`config.mk`:
```
export PLATFORM = sky130hd
export DESIGN_NAME = oldland_mem_arbiter_flat
export DESIGN_NICKNAME = d
export VERILOG_FILES = /design/src/rtl/oldland_mem_arbiter_if.sv /design/src/rtl/oldland_mem_arbiter.sv /design/src/flat_wrapper.sv
export SDC_FILE = /design/constraint.sdc
export NUM_CORES = 1
export LEC_CHECK = 0
export BUFFER_PORTS_ARGS = -buffer_cell sky130_fd_sc_hd__buf_4
export CELL_PAD_IN_SITES_DETAIL_PLACEMENT = 1
export CELL_PAD_IN_SITES_GLOBAL_PLACEMENT = 1
export CORE_ASPECT_RATIO = 0.6
export CORE_MARGIN = 4
export CORE_UTILIZATION = 25
export CTS_BUF_LIST = sky130_fd_sc_hd__clkbuf_16
export DETAILED_ROUTE_END_ITERATION = 10
export GPL_ROUTABILITY_DRIVEN = 0
export PLACE_DENSITY = 0.66
export SLEW_MARGIN = 20
export SYNTH_ARGS = -nofsm -noshare
export SYNTH_HDL_FRONTEND = slang
export SYNTH_SLANG_ARGS = --single-unit
```
`constraint.sdc`:
```
create_clock -name clk -period 2.1 [get_ports clk]
set_input_delay 0.105 -clock clk [delete_from_list [all_inputs] [get_ports clk]]
set_output_delay 0.105 -clock clk [all_outputs]
set_load 0.05 [all_outputs]
```
`src/rtl/oldland_mem_arbiter_if.sv`:
```
// Bundle of the fetch, LSU and memory-bus signals around oldland_mem_arbiter.
// master = the arbiter's view; slave = the requesters plus memory slave.
interface oldland_mem_arbiter_if;
  logic        i_req;
  logic [31:0] i_addr;
  logic        i_ack;
  logic [31:0] i_data;
  logic        i_error;

  logic        d_req;
  logic [31:0] d_addr;
  logic        d_wr_en;
  logic [1:0]  d_width;
  logic [31:0] d_wr_data;
  logic        d_ack;
  logic [31:0] d_data;
  logic        d_error;

  logic        m_access;
  logic [31:0] m_addr;
  logic        m_wr_en;
  logic [3:0]  m_bytesel;
  logic [31:0] m_wr_data;
  logic        m_ack;
  logic [31:0] m_data;

  modport master (
    input  i_req, i_addr, d_req, d_addr, d_wr_en, d_width, d_wr_data, m_ack, m_data,
    output i_ack, i_data, i_error, d_ack, d_data, d_error,
           m_access, m_addr, m_wr_en, m_bytesel, m_wr_data
  );

  modport slave (
    output i_req, i_addr, d_req, d_addr, d_wr_en, d_width, d_wr_data, m_ack, m_data,
    input  i_ack, i_data, i_error, d_ack, d_data, d_error,
           m_access, m_addr, m_wr_en, m_bytesel, m_wr_data
  );
endinterface

```
`src/rtl/oldland_mem_arbiter.sv`:
```
// Round-robin arbiter sharing the Oldland memory bus between fetch and LSU.
// Optional bus timeout: define OLDLAND_ARB_TIMEOUT_EN (limit = TIMEOUT_CYCLES).
module oldland_mem_arbiter #(
  parameter int unsigned TIMEOUT_CYCLES = 255
) (
  input  logic                  clk,
  input  logic                  rst_n,
  oldland_mem_arbiter_if.master bus
);

  localparam logic [1:0] S_IDLE  = 2'd0;
  localparam logic [1:0] S_BUS_I = 2'd1;
  localparam logic [1:0] S_BUS_D = 2'd2;
  localparam logic [1:0] S_DONE  = 2'd3;

  logic [1:0]  state_q, state_d;
  logic        last_grant_q, last_grant_d;   // 1 = data side had the last grant
  logic [1:0]  width_q, width_d;
  logic [1:0]  lane_q, lane_d;

  logic        m_access_q, m_access_d;
  logic [31:0] m_addr_q, m_addr_d;
  logic        m_wr_en_q, m_wr_en_d;
  logic [3:0]  m_bytesel_q, m_bytesel_d;
  logic [31:0] m_wr_data_q, m_wr_data_d;

  logic        i_ack_q, i_ack_d;
  logic [31:0] i_data_q, i_data_d;
  logic        i_error_q, i_error_d;
  logic        d_ack_q, d_ack_d;
  logic [31:0] d_data_q, d_data_d;
  logic        d_error_q, d_error_d;

  logic        grant_data;
  logic        timeout_hit;
  logic        unused_addr_bits;

  assign unused_addr_bits = ^bus.i_addr[1:0];

  function automatic logic [3:0] lane_mask(input logic [1:0] width, input logic [1:0] a);
    case (width)
      2'b10:   lane_mask = 4'b1111;
      2'b01:   lane_mask = a[1] ? 4'b1100 : 4'b0011;
      default: lane_mask = 4'b0001 << a;
    endcase
  endfunction

  function automatic logic [31:0] lane_data(input logic [1:0] width, input logic [31:0] wdata);
    case (width)
      2'b10:   lane_data = wdata;
      2'b01:   lane_data = {2{wdata[15:0]}};
      default: lane_data = {4{wdata[7:0]}};
    endcase
  endfunction

  function automatic logic [31:0] read_align(input logic [1:0] width, input logic [1:0] a,
                                             input logic [31:0] rdata);
    logic [31:0] r;
    r = rdata;
    case (width)
      2'b10: r = rdata;
      2'b01: r = a[1] ? {16'h0, rdata[31:16]} : {16'h0, rdata[15:0]};
      default: begin
        case (a)
          2'd0:    r = {24'h0, rdata[7:0]};
          2'd1:    r = {24'h0, rdata[15:8]};
          2'd2:    r = {24'h0, rdata[23:16]};
          default: r = {24'h0, rdata[31:24]};
        endcase
      end
    endcase
    return r;
  endfunction

`ifdef OLDLAND_ARB_TIMEOUT_EN
  localparam int CW = $clog2(TIMEOUT_CYCLES + 1);
  localparam logic [CW-1:0] CNT_LAST = CW'(TIMEOUT_CYCLES - 1);

  logic [CW-1:0] cnt_q, cnt_d;

  // Only grant leaves IDLE, so clearing there is equivalent to clearing on grant.
  always_comb begin
    cnt_d = cnt_q;
    if (state_q == S_IDLE) begin
      cnt_d = '0;
    end else if ((state_q == S_BUS_I || state_q == S_BUS_D) && !bus.m_ack) begin
      cnt_d = cnt_q + 1'b1;
    end
  end

  assign timeout_hit = (state_q == S_BUS_I || state_q == S_BUS_D) && (cnt_q == CNT_LAST);

  always_ff @(posedge clk or negedge rst_n) begin
    if (!rst_n) begin
      cnt_q <= '0;
    end else begin
      cnt_q <= cnt_d;
    end
  end
`else
  logic unused_param_bit;
  assign unused_param_bit = TIMEOUT_CYCLES[0];
  assign timeout_hit      = 1'b0;
`endif

  // Round robin on contention: the side that did not win last time.
  assign grant_data = bus.d_req && (!bus.i_req || !last_grant_q);

  always_comb begin
    state_d      = state_q;
    last_grant_d = last_grant_q;
    width_d      = width_q;
    lane_d       = lane_q;
    m_access_d   = m_access_q;
    m_addr_d     = m_addr_q;
    m_wr_en_d    = m_wr_en_q;
    m_bytesel_d  = m_bytesel_q;
    m_wr_data_d  = m_wr_data_q;
    i_ack_d      = 1'b0;
    i_data_d     = i_data_q;
    i_error_d    = 1'b0;
    d_ack_d      = 1'b0;
    d_data_d     = d_data_q;
    d_error_d    = 1'b0;

    case (state_q)
      S_IDLE: begin
        if (grant_data) begin
          state_d      = S_BUS_D;
          last_grant_d = 1'b1;
          width_d      = bus.d_width;
          lane_d       = bus.d_addr[1:0];
          m_access_d   = 1'b1;
          m_addr_d     = {bus.d_addr[31:2], 2'b00};
          m_wr_en_d    = bus.d_wr_en;
          m_bytesel_d  = lane_mask(bus.d_width, bus.d_addr[1:0]);
          m_wr_data_d  = lane_data(bus.d_width, bus.d_wr_data);
        end else if (bus.i_req) begin
          state_d      = S_BUS_I;
          last_grant_d = 1'b0;
          m_access_d   = 1'b1;
          m_addr_d     = {bus.i_addr[31:2], 2'b00};
          m_wr_en_d    = 1'b0;
          m_bytesel_d  = 4'b1111;
          m_wr_data_d  = '0;
        end
      end

      // m_ack wins over a simultaneous timeout.
      S_BUS_I: begin
        if (bus.m_ack || timeout_hit) begin
          state_d    = S_DONE;
          m_access_d = 1'b0;
          m_wr_en_d  = 1'b0;
          i_ack_d    = 1'b1;
          i_error_d  = !bus.m_ack;
          i_data_d   = bus.m_ack ? bus.m_data : '0;
        end
      end

      S_BUS_D: begin
        if (bus.m_ack || timeout_hit) begin
          state_d    = S_DONE;
          m_access_d = 1'b0;
          m_wr_en_d  = 1'b0;
          d_ack_d    = 1'b1;
          d_error_d  = !bus.m_ack;
          d_data_d   = bus.m_ack ? read_align(width_q, lane_q, bus.m_data) : '0;
        end
      end

      // Requests ignored here so a requester still holding req is not re-granted.
      S_DONE:  state_d = S_IDLE;
      default: state_d = S_IDLE;
    endcase
  end

  always_ff @(posedge clk or negedge rst_n) begin
    if (!rst_n) begin
      state_q      <= S_IDLE;
      last_grant_q <= 1'b0;
      width_q      <= '0;
      lane_q       <= '0;
      m_access_q   <= 1'b0;
      m_addr_q     <= '0;
      m_wr_en_q    <= 1'b0;
      m_bytesel_q  <= '0;
      m_wr_data_q  <= '0;
      i_ack_q      <= 1'b0;
      i_data_q     <= '0;
      i_error_q    <= 1'b0;
      d_ack_q      <= 1'b0;
      d_data_q     <= '0;
      d_error_q    <= 1'b0;
    end else begin
      state_q      <= state_d;
      last_grant_q <= last_grant_d;
      width_q      <= width_d;
      lane_q       <= lane_d;
      m_access_q   <= m_access_d;
      m_addr_q     <= m_addr_d;
      m_wr_en_q    <= m_wr_en_d;
      m_bytesel_q  <= m_bytesel_d;
      m_wr_data_q  <= m_wr_data_d;
      i_ack_q      <= i_ack_d;
      i_data_q     <= i_data_d;
      i_error_q    <= i_error_d;
      d_ack_q      <= d_ack_d;
      d_data_q     <= d_data_d;
      d_error_q    <= d_error_d;
    end
  end

  assign bus.m_access  = m_access_q;
  assign bus.m_addr    = m_addr_q;
  assign bus.m_wr_en   = m_wr_en_q;
  assign bus.m_bytesel = m_bytesel_q;
  assign bus.m_wr_data = m_wr_data_q;
  assign bus.i_ack     = i_ack_q;
  assign bus.i_data    = i_data_q;
  assign bus.i_error   = i_error_q;
  assign bus.d_ack     = d_ack_q;
  assign bus.d_data    = d_data_q;
  assign bus.d_error   = d_error_q;

endmodule

```
`src/flat_wrapper.sv`:
```
// flat-port wrapper written by rule: the top's interface ports become plain ports
module oldland_mem_arbiter_flat 
#(
  parameter int unsigned TIMEOUT_CYCLES = 255
)
  (clk, rst_n, bus_i_req, bus_i_addr, bus_d_req, bus_d_addr, bus_d_wr_en, bus_d_width, bus_d_wr_data, bus_m_ack, bus_m_data, bus_i_ack, bus_i_data, bus_i_error, bus_d_ack, bus_d_data, bus_d_error, bus_m_access, bus_m_addr, bus_m_wr_en, bus_m_bytesel, bus_m_wr_data);
  oldland_mem_arbiter_if bus_i ();
  input  logic clk;
  input  logic rst_n;
  input wire logic [$bits(bus_i.i_req)-1:0] bus_i_req;
  input wire logic [$bits(bus_i.i_addr)-1:0] bus_i_addr;
  input wire logic [$bits(bus_i.d_req)-1:0] bus_d_req;
  input wire logic [$bits(bus_i.d_addr)-1:0] bus_d_addr;
  input wire logic [$bits(bus_i.d_wr_en)-1:0] bus_d_wr_en;
  input wire logic [$bits(bus_i.d_width)-1:0] bus_d_width;
  input wire logic [$bits(bus_i.d_wr_data)-1:0] bus_d_wr_data;
  input wire logic [$bits(bus_i.m_ack)-1:0] bus_m_ack;
  input wire logic [$bits(bus_i.m_data)-1:0] bus_m_data;
  output wire logic [$bits(bus_i.i_ack)-1:0] bus_i_ack;
  output wire logic [$bits(bus_i.i_data)-1:0] bus_i_data;
  output wire logic [$bits(bus_i.i_error)-1:0] bus_i_error;
  output wire logic [$bits(bus_i.d_ack)-1:0] bus_d_ack;
  output wire logic [$bits(bus_i.d_data)-1:0] bus_d_data;
  output wire logic [$bits(bus_i.d_error)-1:0] bus_d_error;
  output wire logic [$bits(bus_i.m_access)-1:0] bus_m_access;
  output wire logic [$bits(bus_i.m_addr)-1:0] bus_m_addr;
  output wire logic [$bits(bus_i.m_wr_en)-1:0] bus_m_wr_en;
  output wire logic [$bits(bus_i.m_bytesel)-1:0] bus_m_bytesel;
  output wire logic [$bits(bus_i.m_wr_data)-1:0] bus_m_wr_data;
  assign bus_i.i_req = bus_i_req;
  assign bus_i.i_addr = bus_i_addr;
  assign bus_i.d_req = bus_d_req;
  assign bus_i.d_addr = bus_d_addr;
  assign bus_i.d_wr_en = bus_d_wr_en;
  assign bus_i.d_width = bus_d_width;
  assign bus_i.d_wr_data = bus_d_wr_data;
  assign bus_i.m_ack = bus_m_ack;
  assign bus_i.m_data = bus_m_data;
  assign bus_i_ack = bus_i.i_ack;
  assign bus_i_data = bus_i.i_data;
  assign bus_i_error = bus_i.i_error;
  assign bus_d_ack = bus_i.d_ack;
  assign bus_d_data = bus_i.d_data;
  assign bus_d_error = bus_i.d_error;
  assign bus_m_access = bus_i.m_access;
  assign bus_m_addr = bus_i.m_addr;
  assign bus_m_wr_en = bus_i.m_wr_en;
  assign bus_m_bytesel = bus_i.m_bytesel;
  assign bus_m_wr_data = bus_i.m_wr_data;
  oldland_mem_arbiter #(.TIMEOUT_CYCLES(TIMEOUT_CYCLES)) u_core (.clk(clk), .rst_n(rst_n), .bus(bus_i));
endmodule
```
==> results.tsv <==
metric	value	unit
power	18.13	mW
critPathCaptureType	register	
place_area	0.008805	sq mm
grt_overflow	0	
drive_above_1_share	38.19	%
tns	0	ns
syn_area	0.006401	sq mm
cap_violations	0	
clockBufferDepth	2	
post-route-period-util	94.21	%
fp.dieH	131.9	um
yosys.area.top_type_share	55.12	%
die_w	214.6	um
ys.flop_type	dfrtp_1	
cts_tree	done	
cts_buffers	17	
max_stage_delay	0.58	ns
leakage	5.105	nW
cts_resized	0	
h-tree-depth	4	
drc	0	
first_pass_iters	4	
clkLatencyLatePin	0.43	ns
grt_pass1_vias	6581	
dieArea	0.02831	sq mm
finish.utilization	41.78	%
finalCriticalPeriod	1.978	ns
status	finished clean	
maxSlewHeadroom	50.20	%
synth-simple-area-share	7.936	%
antennaDiodeCount	0	
postCtsHoldBufs	116	
required	2.39	ns
start_util	25.38	%
finalMaxSlewViolations	0	
nets	1081	
p_per_area	1721	mW/mm^2
yosysSeqAreaShare	55.12	%
async_flop_share	100.0	%
whs	0.01137	ns
io_pins	274	
track_usage	17.20	%
area_growth_syn_to_layout	64.62	%
antenna_found_initial	0	
clock_sinks	141	
num_rows	45	
rsz0062_at_grt	false	
drtAntennaViolNets	0	
crit_chain	a21boi_4, buf_12, mux2i_1, dlygate4sd3_1, o21ai_0	
postCtsSetupRepairBufs	0	
critPathSlowestCell	dlygate4sd3_1	
critPathArrivalTime	2.27	ns
synth_edf_count	0	
critical_path.top_delay_family	buffers and inverters	
synth_seq_cells	141	
post_drt_wl_per_cell	18.97	um
startpoint_type	register	
routed_via_density	4.647	
crit_fanout	28	
root_buffer	clkbuf_16	
synth.distinct_cells	45	
crit_type	reg2reg	
max_freq	0.5054	GHz
synth_compound_area_share	16.42	%
hpwl	16420	um
synthAdderAreaFrac	1.759	%
fin_skew	0.01248	ns
synth_top_family_by_area	compound AO/OA/AOI/OAI gates	
detail_route.iter0.violations	273	
grt_pass1_wl	38550	um
synthTopCellsByArea	dfrtp_1, mux2_2, mux2i_1, o21ai_0, nand2_1	
design_area	0.01054	sq mm
synth_xor_area_share	0	%
worstMarginPinSlew	0.7455	ns
io_buffer_count	267	
clk_pin_slew	0.06	ns
cp_num_buf_inv	2	
core_area	0.02522	sq mm
setup_viol_count_final	0	
grt_max_degree	94	
yosys.area.top_type	dfrtp_1	
synthCells	560	
yosysWarnings	0	
syn_avg_cell_area	11.43	sq um
vias	5934	
drt-total-wl	24230	um
min_path_type	in2reg	
yosys-mux-area-fraction	14.27	%
ir_drop	0.5838	mV
hold_violations	0	
-- layer usage --
layer  wire, um  global-route usage, %  vias to the layer above
met2      11050                  27.11                      204
met3       1806                  6.034                       18
met4        322                  4.102                        0
met1      11050                  22.85                     2952
li1           -                      -                     2760
met5          0                      0                        -
-- cells by family after synthesis --
kind of cell / count (synthesis)
simple gates: 112
buf+inv: 53
mux: 85
compound gates: 159
other cells: 1
flops: 141
fa+ha+maj: 9
-- sequential cells by signal, indices dropped and copies added, names as in the netlist --
name                  count
u_core.bus.d_ack          1
u_core.bus.d_data        32
u_core.bus.i_ack          1
u_core.bus.i_data        32
u_core.bus.m_access       1
u_core.bus.m_addr        30
u_core.bus.m_bytesel      4
u_core.bus.m_wr_data     32
u_core.bus.m_wr_en        1
u_core.lane_q             2
u_core.last_grant_q       1
u_core.state_q            2
u_core.width_q            2
-- placed cells by master, fill, tap and decap left out, types with 10 or more instances in the layout --
master,Yosys,layout
o21ai_0,56,56
dlygate4sd3_1,0,116
clkbuf_16,0,17
mux2i_1,41,41
inv_1,9,10
a21oi_1,27,27
nor2_1,16,16
a22o_1,24,24
a31oi_1,10,10
buf_4,5,273
mux2_2,42,42
nand3_1,11,11
dfrtp_1,141,141
nand2_1,61,60
-- metrics by stage --
| stage | worst slack (ns) | instances |
|---|---|---|
| finish | 0.1216 | 1277 |
| global route | 0.009981 | 1277 |
| CTS | 0.1281 | 1277 |
| detailed placement | 0.1287 | 1130 |
| global placement | 0.2203 | 1130 |
| floorplan | 0.3775 | 563 |
-- synthesized netlist by cell type, drive strengths merged (2+ instances only) --
| cell | count |
|---|---|
| and3 | 4 |
| a31oi | 10 |
| clkbuf | 13 |
| nand3 | 11 |
| a221o | 8 |
| inv | 9 |
| buf | 30 |
| a211oi | 2 |
| a22o | 24 |
| nand2 | 61 |
| a21o | 8 |
| nor2b | 3 |
| o21ai | 57 |
| dfrtp | 141 |
| mux2i | 41 |
| ha | 9 |
| a221oi | 8 |
| o21a | 2 |
| a2bb2oi | 8 |
| nand2b | 9 |
| mux2 | 44 |
| nor2 | 16 |
| a21oi | 27 |
-- worst min-delay path, cell delays in order --
cell,delay [ns]
buf_4,0.08
mux2i_1,0.05
o21ai_0,0.16
-- where the power goes --
| part | internal [mW] | total [mW] | switching, mW | leakage (nW) |
|---|---|---|---|---|
| Clock | 1.74 | 3.01 | 1.26 | 0.276 |
| Combinational | 3.41 | 10.3 | 6.93 | 3.06 |
| Sequential | 4.02 | 4.79 | 0.764 | 1.76 |
-- final timing paths --
check,slack (ns),startpoint,endpoint,depth (start not counted)
worst max-delay path,0.12,u_core.last_grant_q,u_core.bus.m_addr[13],5
worst min-delay path,0.01,bus_i_addr[31],u_core.bus.m_addr[31],3
worst max register to register,0.12,u_core.last_grant_q,u_core.bus.m_addr[13],5
worst min register to register,0.48,u_core.bus.m_wr_data[17],u_core.bus.m_wr_data[17],2
max in group asynchronous,1.31,rst_n,u_core.bus.m_wr_data[4],3
min in group asynchronous,0.13,rst_n,u_core.bus.i_data[5],2
-- cell type report --
type | instances | area [sq um]
fillers | 2744 | 14690
flip-flops and latches | 141 | 3528
inverters | 10 | 37.54
repair buffers | 397 | 3362
clock inverters | 14 | 146.4
clock buffers | 17 | 425.4
well taps | 329 | 411.6
multi-input cells | 369 | 2626
Power figures use the tool's default switching activity.
